### config.mk
export PLATFORM = sky130hd
export DESIGN_NAME = sd_prog_detector
export DESIGN_NICKNAME = d
export VERILOG_FILES = /design/src/rtl/sd_prog_detector_pkg.sv /design/src/rtl/sd_sat_counter.sv /design/src/rtl/sd_prog_detector.sv
export SDC_FILE = /design/constraint.sdc
export NUM_CORES = 1
export LEC_CHECK = 0
export CAP_MARGIN = 40
export CELL_PAD_IN_SITES_DETAIL_PLACEMENT = 2
export CELL_PAD_IN_SITES_GLOBAL_PLACEMENT = 2
export CORE_ASPECT_RATIO = 0.5
export CORE_MARGIN = 2
export CORE_UTILIZATION = 35
export DETAILED_ROUTE_END_ITERATION = 16
export HOLD_SLACK_MARGIN = 0.08
export PLACE_DENSITY = 0.9
export SKIP_LAST_GASP = 1
export SYNTH_ARGS = -nofsm -noshare
export SYNTH_HDL_FRONTEND = slang
export SYNTH_HIERARCHICAL = 1
export SYNTH_SLANG_ARGS = --single-unit
### constraint.sdc
create_clock -name clock -period 8.52 [get_ports clock]
set_input_delay 0.852 -clock clock [delete_from_list [all_inputs] [get_ports clock]]
set_output_delay 0.852 -clock clock [all_outputs]
set_load 0.05 [all_outputs]
### src/rtl/sd_prog_detector_pkg.sv
// Shared constants and helpers for the programmable sequence detector.
// Defaults describe the legacy fixed detector: 1011, overlapping.
package sd_pkg;
  localparam logic [3:0] SD_RST_PATTERN = 4'b1011;
  localparam int         SD_RST_LEN     = 4;
  localparam bit         SD_RST_OVERLAP = 1'b1;

  // Width needed to hold a length in 0..pat_w inclusive.
  function automatic int sd_len_w(input int pat_w);
    return $clog2(pat_w + 1);
  endfunction
endpackage

### src/rtl/sd_sat_counter.sv
// Saturating event counter; a clear that coincides with an increment
// leaves the count at 1 so the coincident event is not lost.
module sd_sat_counter #(
  parameter int CNT_W = 8
) (
  input  logic             clock,
  input  logic             reset_n,
  input  logic             inc,
  input  logic             clr,
  output logic [CNT_W-1:0] count
);
  localparam logic [CNT_W-1:0] CNT_MAX = {CNT_W{1'b1}};

  logic [CNT_W-1:0] count_q, count_d;

  always_comb begin
    count_d = count_q;
    if (clr)                          count_d = inc ? CNT_W'(1) : '0;
    else if (inc && count_q != CNT_MAX) count_d = count_q + CNT_W'(1);
  end

  always_ff @(posedge clock or negedge reset_n) begin
    if (!reset_n) count_q <= '0;
    else          count_q <= count_d;
  end

  assign count = count_q;
endmodule

### src/rtl/sd_prog_detector.sv
// Runtime-programmable serial pattern detector: compares the last len_q
// accepted bits against a loadable pattern, overlapping or not.
module sd_prog_detector
  import sd_pkg::*;
#(
  parameter int               PAT_W       = 4,
  parameter int               CNT_W       = 8,
  parameter logic [PAT_W-1:0] RST_PATTERN = PAT_W'(SD_RST_PATTERN),
  parameter int               RST_LEN     = SD_RST_LEN,
  parameter bit               RST_OVERLAP = SD_RST_OVERLAP,
  localparam int              LEN_W       = sd_len_w(PAT_W)
) (
  input  logic             clock,
  input  logic             reset_n,
  input  logic             sequence_in,
  input  logic             in_valid,
  input  logic             cfg_load,
  input  logic [PAT_W-1:0] cfg_pattern,
  input  logic [LEN_W-1:0] cfg_len,
  input  logic             cfg_overlap,
  input  logic             count_clr,
  output logic             detector_out,
  output logic [CNT_W-1:0] match_count,
  output logic             cfg_err
);
  logic [PAT_W-1:0] hist_q, hist_d, pat_q, pat_d, hist_sh, len_mask;
  logic [LEN_W-1:0] fill_q, fill_d, fill_inc, len_q, len_d;
  logic             ovl_q, ovl_d, det_q, det_d, err_q, err_d;
  logic             accept, cfg_ok, match;

  always_comb begin
    accept   = in_valid && !cfg_load;
    cfg_ok   = (cfg_len != '0) && (cfg_len <= LEN_W'(PAT_W));
    hist_sh  = {hist_q[PAT_W-2:0], sequence_in};
    fill_inc = (fill_q == LEN_W'(PAT_W)) ? fill_q : fill_q + LEN_W'(1);
    // Pattern bits above len_q-1 are masked out of the compare.
    len_mask = ~({PAT_W{1'b1}} << len_q);
    match    = accept && (fill_inc >= len_q) &&
               (((hist_sh ^ pat_q) & len_mask) == '0);

    hist_d = hist_q;
    fill_d = fill_q;
    pat_d  = pat_q;
    len_d  = len_q;
    ovl_d  = ovl_q;
    det_d  = match;
    err_d  = cfg_load && !cfg_ok;

    // A config load always swallows the input bit of its cycle.
    if (cfg_load) begin
      if (cfg_ok) begin
        pat_d  = cfg_pattern;
        len_d  = cfg_len;
        ovl_d  = cfg_overlap;
        hist_d = '0;
        fill_d = '0;
      end
    end else if (accept) begin
      hist_d = hist_sh;
      fill_d = (match && !ovl_q) ? '0 : fill_inc;
    end
  end

  always_ff @(posedge clock or negedge reset_n) begin
    if (!reset_n) begin
      hist_q <= '0;
      fill_q <= '0;
      pat_q  <= RST_PATTERN;
      len_q  <= LEN_W'(RST_LEN);
      ovl_q  <= RST_OVERLAP;
      det_q  <= 1'b0;
      err_q  <= 1'b0;
    end else begin
      hist_q <= hist_d;
      fill_q <= fill_d;
      pat_q  <= pat_d;
      len_q  <= len_d;
      ovl_q  <= ovl_d;
      det_q  <= det_d;
      err_q  <= err_d;
    end
  end

  sd_sat_counter #(.CNT_W(CNT_W)) u_cnt (
    .clock   (clock),
    .reset_n (reset_n),
    .inc     (match),
    .clr     (count_clr),
    .count   (match_count)
  );

  assign detector_out = det_q;
  assign cfg_err      = err_q;
endmodule
==> summary.md, run 1 <==
| Metric | Value |
|---|---|
| Status | completed |
| Post-detail-place hpwl | between 2000 and 3000 um |
| Worst-Margin Slew | between 0.7 and 0.8 ns |
| Period utilization | between 30% and 40% |
| Layout cells sized above 1 | about 17% |
| Setup CP Type | primary input to flip-flop |
| Post-cts hold buffer count | 0 |
| DR vias/cell | 5.27 |
| Crit path launch | cfg_load |
| Clock-pin slew on the worst setup and hold paths | roughly 0.09 ns |
| Die area | ~0.0043 mm^2 |
| Starting density of the core | 37.6% |
| Num CTS Buffers | 3 |
| Max FO, Critical Path | 6 |
| Drt drc | 0 |
| Reg-to-reg critical path startpoint | fill_q[0] |
| Largest area contributor in the netlist | dfrtp_1 |
| Seq/Total Area, Yosys | between 40% and 50% |
| Clk_lat worst skew | approximately 0.28 ns |
| Starting DRC count in detailed routing | 15 |
| Slew HR | about 50% |
| Initial antenna violation count | 0 |
| Post-layout min period | roughly 3.1 ns |
| Main synth FF type | dfrtp_1 |
| I/O Buffers | 23 |
| Largest net degree at the start of global routing | 25 |
| Post-synth top area share | 35.7% |
| Detail Route Antenna Nets | 0 |
| Syn_nets | 145 |
| Postcts setup bufs | 0 |
| Yosys warns | 6 |
| Die X | between 90 and 100 um |
| Critical R2R Capture | u_cnt/count[5] |
| Async set-reset flop share out of synthesis | 100% |
| All-Layer GR Usage | between 15 and 20% |
| Synth top area cells | dfrtp_1, dfstp_2, ha_1, mux2_4, xnor2_1 |
| Ports | 24 |
| Via count | 1065 |
| Maximum root-to-sink buffer count | 2 |
| Setup Total Neg Slack | 0 ns |
| Core area | 0.00355 mm^2 |
| First-pass GRT wire length | around 5900 um |
| Placer Congestion | 0.763 |
| NumNets Final | ~170 |
| Most frequent cell after synthesis | dfrtp_1 |
| Cells along the critical path | clkdlybuf4s50_1 > nor2b_1 > o21ai_0 > nor4_1 > clkbuf_2 > nand4_2 > a2111oi_2 > nor3b_1 |
| Post-synth cell types | 44 |
| Worst VDD drop | approximately 0.000073 V |
| Area growth syn-to-layout | 25.4% |
| Synth cell count leaders | dfrtp_1, nand2_1, a21oi_1 |
| Mapped cell area | between 0.001 and 0.0015 mm^2 |
| Maxcap violations | 0 |
| EDFF count, synth | 0 |
| Count of final max-slew check failures | 0 |
| WHS | roughly 0.55 ns |
| Slowest cell on the critical path | clkdlybuf4s50_1 |
| Hold violation total from the final report | 0 |
| CP endpoint | u_cnt/count[5] |
| Peak Freq | roughly 0.32 GHz |
| Total gr overflow | 0 |
| R2r setup slk | 5.47 ns |
| Die H | between 40 and 50 um |
| Clock skew | roughly 0.012 ns |
| Max incr delay on CP | 0.49 ns |
| PwrDens | approximately 210 mW/mm^2 |
| Antenna cells | 0 |
| CTS Sinks | 24 |
| Setup crit end kind | flip-flop |
| Required time of the critical path | between 8 and 9 ns |
| Leakage | about 0.68 nW |
| Avg WL per Cell | 17.8 um |
| Worst setup SP type | primary input |
| Clock tree from TritonCTS | yes |
| CTS resizes | 0 |
| FP Rows | 15 |
| Final WL | about 3600 um |
| Syn Inst Count | about 130 |
| CP Data Arrival Time | 3.27 ns |
| H-tree Lvls | 1 |
| Drt pass-1 iters | 4 |
| HP Class | flip-flop to flip-flop |
| Root Driver | clkbuf_8 |
| Endpoints failing setup | 0 |
| R2R cell count | 13 |
| Syn avg cell area | approximately 11 um^2 |
| Vias in the first global route | around 1200 |
| Flops & latches, synth | 24 |
| RSZ-0062 raised after global routing | false |
cells in the final DEF (no fill, tap or decap), types with 2 or more instances in the layout:
master           netlist  routed
a21oi_1               10      10
and3_1                 2       2
clkbuf_8               0       4
clkdlybuf4s50_1        0      23
dfrtp_1               19      19
dfstp_2                5       5
ha_1                   6       6
inv_1                  7       7
mux2_2                 3       3
mux2_4                 4       4
nand2_1               13      13
nand2b_1               6       6
nor3_1                 2       2
nor4_1                 2       2
o21ai_0                7       7
o32ai_1                3       3
or3_1                  2       2
xnor2_1                6       6
area by class of cell:
cell class | instances | area [um^2]
Fill cell | 369 | 1880
Multi-Input combinational cell | 91 | 677
Sequential cell | 24 | 607
Timing Repair Buffer | 25 | 243
Tap cell | 51 | 63.8
Clock buffer | 4 | 55.1
Inverter | 7 | 26.3
critical path: cells and delay by family:
| family | cells | cell delay, ns |
|---|---|---|
| AOI/OAI and AO/OA | 2 | 0.60 |
| and+or+nand+nor | 4 | 1.07 |
| buffers and inverters | 2 | 0.74 |
worst min path at each step:
stage / slack, ns / startpoint / end / depth (start not counted)
after floorplan: 0.49 / hist_q[0] / hist_q[1] / 2
after global placement: 0.52 / hist_q[0] / hist_q[1] / 2
after detailed placement: 0.53 / hist_q[0] / hist_q[1] / 2
after CTS: 0.55 / hist_q[0] / hist_q[1] / 2
after global routing: 0.59 / hist_q[0] / hist_q[1] / 2
final: 0.55 / hist_q[0] / hist_q[1] / 2
cells by family (layout without fill, tap and decap cells):
| group | count (synthesis) | in the layout | synth area share (%) |
|---|---|---|---|
| xor gates and xnor gates | 6 | 6 | 3.94 |
| and+or+nand+nor | 40 | 40 | 17.8 |
| AOI/OAI and AO/OA | 31 | 31 | 15.6 |
| muxes | 8 | 8 | 7.79 |
| buffers and inverters | 10 | 36 | 3.66 |
| adders and majority gates | 6 | 6 | 5.63 |
| DFF | 24 | 24 | 45.5 |
flip-flops by register name (all words and copies together) (netlist names):
signal        flops
u_cnt/count       8
pat_q             4
fill_q            3
hist_q            3
len_q             3
cfg_err           1
detector_out      1
ovl_q             1
where the power goes:
group	internal (mW)	switching [mW]
sequential	0.133	0.0164
clock	0.0414	0.0383
combinational	0.0539	0.0641
metal layers:
metal,GRT usage [%],routed length [um],vias to the layer above
li1,-,-,505
met1,21.0,1590,542
met2,36.0,1870,12
met3,3.62,82,6
met4,6.67,48,0
met5,0,0,-
per-stage QoR:
stage          util (%)  setup slack [ns]  std cells  instance area (um^2)  total power, mW
2_1_floorplan         -              5.78        125                  1330            0.229
3_3_place_gp       45.4              5.14        197                  1610            0.260
3_5_place_dp       45.4              4.73        197                  1610            0.271
4_1_cts            47.0              5.04        201                  1670            0.352
5_1_grt            47.1              5.18        202                  1670            0.371
6_report           47.1              5.38        202                  1670            0.348
(Power assumes the default switching activity.)
==> run 2: changes to the inputs <==
--- a/config.mk
+++ b/config.mk
@@ -10,10 +10,10 @@
 export CELL_PAD_IN_SITES_GLOBAL_PLACEMENT = 2
 export CORE_ASPECT_RATIO = 0.5
 export CORE_MARGIN = 2
-export CORE_UTILIZATION = 35
+export CORE_UTILIZATION = 30
 export DETAILED_ROUTE_END_ITERATION = 16
 export HOLD_SLACK_MARGIN = 0.08
-export PLACE_DENSITY = 0.9
+export PLACE_DENSITY = 0.82
 export SKIP_LAST_GASP = 1
 export SYNTH_ARGS = -nofsm -noshare
 export SYNTH_HDL_FRONTEND = slang
==> constraint.sdc (replaced) <==
create_clock -name clock -period 2.6 [get_ports clock]
set_input_delay 0.26 -clock clock [delete_from_list [all_inputs] [get_ports clock]]
set_output_delay 0.26 -clock clock [all_outputs]
set_load 0.05 [all_outputs]
==> run 2 against run 1 <==
Effect of this change: the flow now finishes with violations (negative setup slack); sequential cell count stayed put; cell count is 6.9% higher; die area is 16% higher; power grew to 4.1 times the previous value; non-clock buffer count is 8 higher; largest cell class unchanged; sequential power grew to 3.3 times the previous value; hold slack worse by 0.22 ns; combinational power grew to 5.0 times the previous value; first-iteration DRC count is 150% higher.
==> summary.md, run 2 (same netlist as run 1, synthesis figures left out) <==
| Metric | Value |
|---|---|
| Max incr delay on CP | 0.42 ns |
| Vias in the first global route | approximately 1300 |
| Die X | 98.3 um |
| Setup crit end kind | flip-flop |
| Maximum root-to-sink buffer count | 2 |
| Die H | between 50 and 60 um |
| Reg power frac | approximately a third |
| H-tree Lvls | 1 |
| CP Data Arrival Time | about 2.9 ns |
| Post-cts hold buffer count | 0 |
| First-pass GRT wire length | approximately 6300 um |
| Commonest cells after routing, fill and taps aside | clkdlybuf4s50_1, dfrtp_1, nand2_1 |
| Switching part of the total | 33.6% |
| DR vias/cell | between 5 and 6 |
| Clock tree from TritonCTS | yes |
| Final WL | 3820 um |
| Layout cells sized above 1 | around 29% |
| Total gr overflow | 0 |
| HP Class | primary input to asynchronous set/reset pin |
| Dpl cells | approximately 210 |
| Place WS | -0.151 ns |
| Starting density of the core | around 31% |
| Hold violation total from the final report | 0 |
| Clock network power share | 23.7% |
| Max FO, Critical Path | 5 |
| Root Driver | clkbuf_8 |
| All-Layer GR Usage | roughly 16% |
| Clock-pin slew on the worst setup and hold paths | ~0.090 ns |
| I/O Buffers | 23 |
| Peak Freq | 0.371 GHz |
| Antenna cells | 0 |
| Area growth syn-to-layout | 38.0% |
| Clk_lat worst skew | around 0.28 ns |
| Clock skew | roughly 0.0055 ns |
| Worst setup SP type | flip-flop |
| Num CTS Buffers | 3 |
| WP buf/inv | 2 |
| Slew HR | about two thirds |
| Maxcap violations | 0 |
| Slowest cell on the critical path | or3b_4 |
| Post-layout min period | between 2 and 3 ns |
| Failing checks | negative setup slack |
| Endpoints failing setup | 5 |
| Avg WL per Cell | around 18 um |
| Period utilization | 104% |
| Ports | 24 |
| Post-detail-place hpwl | between 2000 and 3000 um |
| Detail Route Antenna Nets | 0 |
| Most common cell after layout, fill and taps aside | clkdlybuf4s50_1 |
| Required time of the critical path | between 2 and 3 ns |
| Pint | roughly 950 uW |
| CTS Sinks | 24 |
| Slack of the critical path | -0.0954 ns |
| Count of final max-slew check failures | 0 |
| Layout Utilization | roughly 42% |
| Cells along the critical path | inv_1 > ha_2 > nand2_2 > xnor2_2 > ha_1 > or3b_4 > a21oi_4 > nor4_4 > buf_4 > and3_4 > and4bb_2 > nor3_2 |
| Leakage | 0.745 nW |
| Drt drc | 0 |
| Initial antenna violation count | 0 |
| Placer Congestion | 0.732 |
| Delay-heaviest family, CP | simple AND/OR/NAND/NOR gates |
| Setup CP Type | flip-flop to flip-flop |
| Worst VDD drop | approximately 0.00028 V |
| Tot Pwr | approximately 1.4 mW |
| PwrDens | roughly 780 mW/mm^2 |
| Status | complete, but fails checks |
| Drt pass-1 iters | 4 |
| Core area | 0.00434 mm^2 |
| Via count | 1107 |
| Largest net degree at the start of global routing | 25 |
| Switching pwr | between 400 and 500 uW |
| Layout Cells excl Fill | roughly 220 |
| Max FFs per register | 8 |
| FP Rows | 17 |
| Die area | 0.00502 mm^2 |
| Worst-Margin Slew | 0.499 ns |
| Starting DRC count in detailed routing | 37 |
| Comb power frac | approximately two fifths |
| NumNets Final | 180 |
| RSZ-0062 raised after global routing | true |
==> run 2: power groups by stage <==
stage / Combinational (mW) / Clock, mW / Sequential (mW)
after global placement: 0.403 / 0 / 0.491
after detailed placement: 0.422 / 0 / 0.497
after CTS: 0.502 / 0.349 / 0.493
after floorplan: 0.228 / 0 / 0.527
final: 0.593 / 0.339 / 0.496
after global routing: 0.636 / 0.359 / 0.504
==> run 2: what timing repair did <==
action                     in CTS  in global routing
resized for setup              11                  7
pin swaps                       4                  5
setup endpoints to repair       8                 10
cloned                          0                  0
buffers inserted                2                  2
==> run 2: worst paths after layout <==
check                               start             end  slack [ns]  depth (start not counted)
worst max-delay path            fill_q[0]  u_cnt/count[6]        -0.1                         12
worst min-delay path              reset_n       hist_q[2]        0.33                          2
worst max register to register  fill_q[0]  u_cnt/count[6]        -0.1                         12
worst min register to register   len_q[2]        len_q[2]        0.58                          2
max in group asynchronous         reset_n        len_q[2]        1.97                          2
min in group clock               len_q[2]        len_q[2]        0.58                          2
==> run 2: area by class of cell <==
class | instances | area (um^2)
clock buffer | 3 | 41.3
clock inverter | 1 | 30.0
fill | 470 | 2500
inverter | 7 | 26.3
multi-input combinational | 91 | 758
sequential | 24 | 607
tap | 57 | 71.3
timing repair buffer | 33 | 305
==> run 2: routing by layer <==
layer	global-route usage (%)	routed length [um]	vias up
met5	0	0	-
met4	3.20	25	0
met3	3.56	77	4
met2	31.6	2070	14
met1	18.0	1650	567
li1	-	-	522
==> run 2: worst register-to-register path, delay by kind of cell, from the launching register on <==
kind,cells,cell delay (ns)
XOR/XNOR,1,0.19
AND/OR/NAND/NOR,6,1.14
flip-flops,1,0.41
buffers and inverters,2,0.25
adder cells (fa/ha/maj),2,0.46
AO/OA/AOI/OAI,1,0.17
==> run 2: through the flow <==
step / TNS (ns) / hold slack, ns / area (um^2)
floorplan: 0 / -0.0356 / 1340
global placement: -0.0790 / 0.514 / 1670
detailed placement: -0.529 / 0.538 / 1670
CTS: 0 / 0.341 / 1800
global route: -1.26 / 0.350 / 1840
finish: -0.178 / 0.330 / 1840
